--- src/rtl/mem_arb_pkg.sv ---
// Shared constants for the two-port memory arbiter: FSM state encodings and port indices.
package mem_arb_pkg;
  localparam int NPORTS = 2;

  localparam logic PORT_IF   = 1'b0;
  localparam logic PORT_DATA = 1'b1;

  // FSM states
  localparam logic [1:0] ST_IDLE = 2'd0;  // no read outstanding
  localparam logic [1:0] ST_RD   = 2'd1;  // read data arriving this cycle
  localparam logic [1:0] ST_HOLD = 2'd2;  // read data held in memory, awaiting rsp_ready
endpackage

--- src/rtl/mem_arb_pick.sv ---
// Two-way selector: the pointed port wins when eligible, otherwise the other port.
// Fixed priority is obtained by tying ptr_i to the preferred port.
module mem_arb_pick
  import mem_arb_pkg::*;
(
  input  logic [NPORTS-1:0] elig_i,
  input  logic              ptr_i,
  output logic [NPORTS-1:0] gnt_o
);
  // one-hot grant, pointed port first
  always_comb begin
    gnt_o = '0;
    if (elig_i[ptr_i])       gnt_o[ptr_i]  = 1'b1;
    else if (elig_i[~ptr_i]) gnt_o[~ptr_i] = 1'b1;
  end
endmodule

--- src/rtl/mem_arbiter.sv ---
// Instruction/data arbiter in front of the single-ported memory.
// One request forwarded per cycle; read data comes back from the memory's own
// read register and is held there (no local copy) until the owner accepts it.
// Build option: MEM_ARB_ROUND_ROBIN_EN selects round-robin; otherwise port 1
// (data) has fixed priority over port 0 (instruction).
module mem_arbiter
  import mem_arb_pkg::*;
#(
  parameter int ADDR_W = 32
) (
  input  logic                           clk,
  input  logic                           rst,
  input  logic [NPORTS-1:0]              req_valid_i,
  output logic [NPORTS-1:0]              req_ready_o,
  input  logic [NPORTS-1:0]              req_we_i,
  input  logic [NPORTS-1:0][ADDR_W-1:0]  req_addr_i,
  input  logic [NPORTS-1:0][3:0]         req_wmask_i,
  input  logic [NPORTS-1:0][31:0]        req_wdata_i,
  output logic [NPORTS-1:0]              rsp_valid_o,
  input  logic [NPORTS-1:0]              rsp_ready_i,
  output logic [31:0]                    rsp_rdata_o,
  output logic [ADDR_W-1:0]              mem_addr_o,
  output logic                           mem_rstrb_o,
  output logic [3:0]                     mem_wmask_o,
  output logic [31:0]                    mem_wdata_o,
  input  logic [31:0]                    mem_rdata_i
);
  logic [1:0]        state_q, state_d;
  logic              owner_q, owner_d;
  logic              run_q, run_d;
  logic              en, busy, can_rd, sel, any_gnt, rd_gnt, pick_ptr;
  logic [NPORTS-1:0] elig, gnt;

  // Grants are blocked while reset is low and for the first cycle after release.
  assign en   = rst & run_q;
  assign busy = (state_q != ST_IDLE);

  // A new read may issue only when the response path is free this cycle.
  always_comb begin
    can_rd = ~busy | rsp_ready_i[owner_q];
    for (int p = 0; p < NPORTS; p++)
      elig[p] = en & req_valid_i[p] & (req_we_i[p] | can_rd);
  end

  mem_arb_pick u_pick (
    .elig_i (elig),
    .ptr_i  (pick_ptr),
    .gnt_o  (gnt)
  );

`ifdef MEM_ARB_ROUND_ROBIN_EN
  logic ptr_q, ptr_d;

  // Pointer moves off the pointed port once it has been served.
  always_comb ptr_d = gnt[ptr_q] ? ~ptr_q : ptr_q;

  // Round-robin pointer register
  always_ff @(posedge clk) begin
    if (!rst) ptr_q <= 1'b0;
    else      ptr_q <= ptr_d;
  end

  assign pick_ptr = ptr_q;
`else
  assign pick_ptr = PORT_DATA;
`endif

  assign sel     = gnt[1];
  assign any_gnt = |gnt;
  assign rd_gnt  = any_gnt & ~req_we_i[sel];

  // Forward the granted request to memory; idle cycles drive zeros.
  always_comb begin
    req_ready_o = gnt;
    mem_addr_o  = any_gnt ? req_addr_i[sel]  : '0;
    mem_wdata_o = any_gnt ? req_wdata_i[sel] : '0;
    mem_rstrb_o = rd_gnt;
    mem_wmask_o = (any_gnt & req_we_i[sel]) ? req_wmask_i[sel] : 4'h0;
  end

  // Response to the owner of the outstanding read, straight from memory.
  always_comb begin
    rsp_valid_o = '0;
    rsp_rdata_o = '0;
    if (busy && rst) begin
      rsp_valid_o[owner_q] = 1'b1;
      rsp_rdata_o          = mem_rdata_i;
    end
  end

  // FSM next state: new read wins, else retire or hold the outstanding one.
  always_comb begin
    state_d = state_q;
    owner_d = owner_q;
    run_d   = 1'b1;
    if (rd_gnt) begin
      state_d = ST_RD;
      owner_d = sel;
    end else if (busy) begin
      state_d = rsp_ready_i[owner_q] ? ST_IDLE : ST_HOLD;
    end
  end

  // State registers with synchronous active-low reset
  always_ff @(posedge clk) begin
    if (!rst) begin
      state_q <= ST_IDLE;
      owner_q <= PORT_IF;
      run_q   <= 1'b0;
    end else begin
      state_q <= state_d;
      owner_q <= owner_d;
      run_q   <= run_d;
    end
  end
endmodule

--- config.mk ---
export PLATFORM = sky130hd
export DESIGN_NAME = mem_arbiter
export DESIGN_NICKNAME = d
export VERILOG_FILES = /design/src/rtl/mem_arb_pkg.sv /design/src/rtl/mem_arb_pick.sv /design/src/rtl/mem_arbiter.sv
export SDC_FILE = /design/constraint.sdc
export NUM_CORES = 1
export LEC_CHECK = 0
export CAP_MARGIN = 20
export CORE_AREA = 2 2 110 112
export DETAILED_ROUTE_END_ITERATION = 10
export DIE_AREA = 0 0 112 114
export GPL_TIMING_DRIVEN = 0
export SLEW_MARGIN = 5
export SYNTH_ARGS = -nofsm -noshare
export SYNTH_HDL_FRONTEND = slang
export SYNTH_HIERARCHICAL = 1
export SYNTH_SLANG_ARGS = --single-unit
--- constraint.sdc ---
create_clock -name clk -period 2.8 [get_ports clk]
set_clock_uncertainty 0.1 [all_clocks]
set_input_delay 0.56 -clock clk [delete_from_list [all_inputs] [get_ports clk]]
set_output_delay 0.56 -clock clk [all_outputs]
set_load 0.01 [all_outputs]
==> results.rst, run 1 <==
.. list-table::
   :header-rows: 1

   * - Metric
     - Value
   * - Clock slew at reported path FFs
     - 0.03 ns
   * - Placement Rows
     - 40
   * - Reg2Reg Setup Slack
     - approximately 0.9 ns
   * - Dominant cell type by area after synthesis
     - a22o_2
   * - Setup-failing EPs final
     - 60
   * - Leakage power figure
     - 2.24 nW
   * - Primary FF master, synth
     - dfxtp_1
   * - Worst path top cell family by delay
     - compound AO/OA/AOI/OAI gates
   * - Startpoint class of the critical path
     - input pin
   * - Area of the mapped netlist
     - ~0.0013 mm^2
   * - Top Metal Used
     - met4
   * - Leftover overflow at the end of global routing
     - 0
   * - Endpoints failing hold
     - 0
   * - Area used by multi-input combinational logic
     - roughly 0.0014 mm^2
   * - Count of synthesis-stage warnings from yosys
     - 6
   * - Skew-Pair Late Insertion Delay
     - 0.22 ns
   * - Post-detailed-routing wire length
     - 10000 um
   * - Clock tree root driver cell
     - clkbuf_16
   * - Most frequent cells after synthesis
     - a22o_2 (60), and2_1 (34), nand3_1 (8)
   * - Worst-path cell chain
     - buf_6 > mux2_4 > o311a_4 > a21boi_4 > nor2b_4 > buf_12 > buf_12 > buf_12 > a22o_4 > buf_6
   * - Instance count of the mapped netlist
     - ~150
   * - Final estimated routing congestion in global placement
     - just under 0.8
   * - Instance area after placement
     - around 0.0043 mm^2
   * - Die Height
     - 114 um
   * - Crit path max-delay cell type
     - o311a_4
   * - Share of Yosys cell area claimed by the top area cell type
     - about 45%
   * - Pwr dens
     - between 150 and 200 mW/mm^2
   * - Routed via count
     - approximately 2500
   * - Slew Limit Fails
     - 0
   * - IR drop worst, VDD
     - roughly 0.00020 V
   * - Post-route setup slack
     - -0.131 ns
   * - Number of nets in the layout
     - 632
   * - Number of buffer cells added on primary ports
     - 280
   * - Crit path buffers/inverters
     - 5
   * - Part of the Yosys area used for sequential elements
     - 6.00%
   * - Met2 layer wire length in the routed design
     - roughly 5500 um
   * - Maximum number of pins on one net before global-route repair
     - 11
   * - Tightest Hold Check Type
     - flop to flop
   * - CTS Sinks
     - 4
   * - Classification of the worst setup path
     - input pin to primary output
   * - Count of unique library cells instantiated by Yosys
     - 23
   * - Area overhead of the layout relative to synthesis
     - 283%
   * - Routed wire per std cell
     - around 17 um
   * - Post-synthesis average cell area
     - between 8 and 9 um^2
   * - Total Negative Setup Slacks
     - -6.50 ns
   * - Async SR Flop Fraction
     - 0%
   * - Post-synth EDFFs
     - 0
   * - Element type at the critical path end
     - primary output
   * - Number of iterations in the first detailed-routing pass
     - 4
   * - Post-route antenna net violation count
     - 0
   * - Number of fill cells in the layout
     - around 1100
   * - # Max-Cap Violations
     - 0
   * - Total power after layout
     - ~0.9 mW
   * - Fraction of final layout cells sized beyond drive strength 1
     - 41.0%
   * - Area of all placed cells without fillers
     - slightly above 0.005 mm^2
   * - Width of the chip
     - 112 um
   * - Minimum period implied by the final worst setup slack
     - 2.93 ns
   * - DP HPWL
     - 7840 um
   * - Maximum clock frequency
     - between 300 and 400 MHz
   * - Starting utilization of the core area
     - 11.4%
   * - Max stage delay on crit path
     - 0.31 ns
   * - Status
     - finished, violations left
   * - Core region area
     - 0.0117 mm^2
   * - Met3 Routed Length
     - around 1000 um
   * - CP dominant cell by count
     - buf_12
   * - First-pass GRT wire length
     - 14100 um
   * - RSZ-0062 raised after global routing
     - yes
   * - Largest fanout of any net on the critical path
     - 6
   * - Total Routing Usage GR
     - 13.8%
   * - Full die area
     - about 0.013 mm^2
   * - Largest cells by area after synthesis
     - a22o_2 (45%), and2_1 (16%), buf_12 (10%)
   * - Required time worst endpoint
     - between 2 and 2.5 ns
   * - Via density per instance
     - around 4.2
   * - Failing checks
     - setup timing
   * - Number of levels in the clock H-tree
     - 1
   * - Residual DRC count
     - 0
   * - Arrival time at the worst endpoint
     - 2.27 ns
   * - Diodes inserted
     - 0
   * - Worst setup timing slack at the placement stage
     - -1.11 ns
   * - Number of global-route vias before repair
     - about 2600
   * - M1 WL
     - approximately 3500 um
   * - Num ports
     - 281
   * - CTS tree
     - done
   * - Utilization of the core after routing
     - ~44%
   * - Seq cells post-synth
     - 4
   * - Share of the clock period used by the worst path after layout
     - 105%
   * - Deepest clock path buffer count
     - 2
   * - Area used by sequential logic in the layout
     - between 80 and 90 um^2
   * - Cell with the most instances after synthesis
     - a22o_2
   * - DRT iter0 DRCs
     - 64
   * - Antenna violations before repair
     - 0
   * - CTS buffer count
     - 3
-- logic make-up (layout without fill, tap and decap cells) --
| group | count (synthesis) | count (layout) | synth area share (%) |
|---|---|---|---|
| AOI/OAI and AO/OA | 76 | 76 | 53.9 |
| and+or+nand+nor | 50 | 50 | 23.3 |
| buffers and inverters | 19 | 321 | 15.4 |
| DFF | 4 | 4 | 6.00 |
| other | 1 | 2 | 0.281 |
| muxes | 1 | 1 | 1.12 |
-- worst paths after layout --
check,from,to,cells after the start
setup / recovery,rsp_ready_i[0],mem_wdata_o[11],10
hold / removal,owner_q$_SDFFE_PN0P_,owner_q$_SDFFE_PN0P_,2
setup reg to reg,owner_q$_SDFFE_PN0P_,state_q[1]$_SDFFE_PP0N_,6
hold reg to reg,owner_q$_SDFFE_PN0P_,owner_q$_SDFFE_PN0P_,2
-- repair_timing --
item	CTS	global route
resized for setup	417	22
setup endpoints to repair	104	69
pin swaps	2	3
hold buffers	0	0
cloned	5	2
buffers inserted	12	3
-- per-stage QoR --
step / std cells / hold slack, ns
2_1_floorplan: 152 / 0.366
3_3_place_gp: 579 / 0.386
5_1_grt: 601 / 0.400
3_5_place_dp: 579 / 0.389
6_report: 601 / 0.369
4_1_cts: 597 / 0.391
-- metal layers --
metal | vias up | global-route usage, %
met5 | - | 0
met2 | 166 | 27.3
li1 | 1202 | -
met4 | 0 | 1.71
met1 | 1125 | 14.5
met3 | 4 | 4.89
-- flip-flops by register name, summed over array words and instances, names as in the netlist --
register / flops
owner_q: 1
run_q: 1
state_q: 2
-- worst reg2reg max path, cell delays in order, from the launching register on --
cell      delay, ns
dfxtp_2        0.34
mux2_4         0.32
o311a_4        0.33
a21boi_4       0.16
buf_8          0.15
nor2b_4        0.14
nor4_1         0.26
-- area by class of cell --
class | instances | share of cell area [%]
plain buffers | 16 | 3.72
clock buffers | 3 | 1.47
inverters | 1 | 0.0735
multi-input cells | 129 | 27.6
flip-flops and latches | 4 | 1.59
well taps | 147 | 3.60
repair buffers | 301 | 61.9
-- report_power, final --
part	total, mW	internal, mW	switching, mW
Combinational	0.623	0.433	0.190
Sequential	0.0606	0.0595	0.00110
Clock	0.220	0.182	0.0378
Total	0.904	0.675	0.229
-- cell usage in the layout, fill, tap and decap left out, types with 2 or more instances in the layout --
| master | n |
|---|---|
| a22o_1 | 4 |
| nor2b_4 | 2 |
| a22o_2 | 21 |
| buf_2 | 13 |
| clkbuf_16 | 5 |
| o21ai_0 | 4 |
| dlygate4sd2_1 | 2 |
| and2_1 | 33 |
| clkdlybuf4s50_1 | 203 |
| buf_4 | 9 |
| o21a_1 | 2 |
| buf_12 | 9 |
| nor2_1 | 2 |
| dfxtp_1 | 3 |
| o311a_4 | 2 |
| a21boi_4 | 2 |
| conb_1 | 2 |
| buf_6 | 70 |
| buf_16 | 4 |
| nand3_1 | 7 |
| a22o_4 | 39 |
| clkbuf_2 | 3 |
Note: power is estimated with default switching activity, not from simulation.
==> run 2, diff against run 1 <==
--- a/config.mk
+++ b/config.mk
@@ -7,10 +7,11 @@
 export LEC_CHECK = 0
 export CAP_MARGIN = 20
 export CORE_AREA = 2 2 110 112
+export CTS_BUF_LIST = sky130_fd_sc_hd__clkbuf_4 sky130_fd_sc_hd__clkbuf_8 sky130_fd_sc_hd__clkbuf_16
 export DETAILED_ROUTE_END_ITERATION = 10
 export DIE_AREA = 0 0 112 114
 export GPL_TIMING_DRIVEN = 0
-export SLEW_MARGIN = 5
+export SLEW_MARGIN = 20
 export SYNTH_ARGS = -nofsm -noshare
 export SYNTH_HDL_FRONTEND = slang
 export SYNTH_HIERARCHICAL = 1
==> results of run 2 <==
Same layout as run 1: the final DEF is identical, and so are final timing and power.
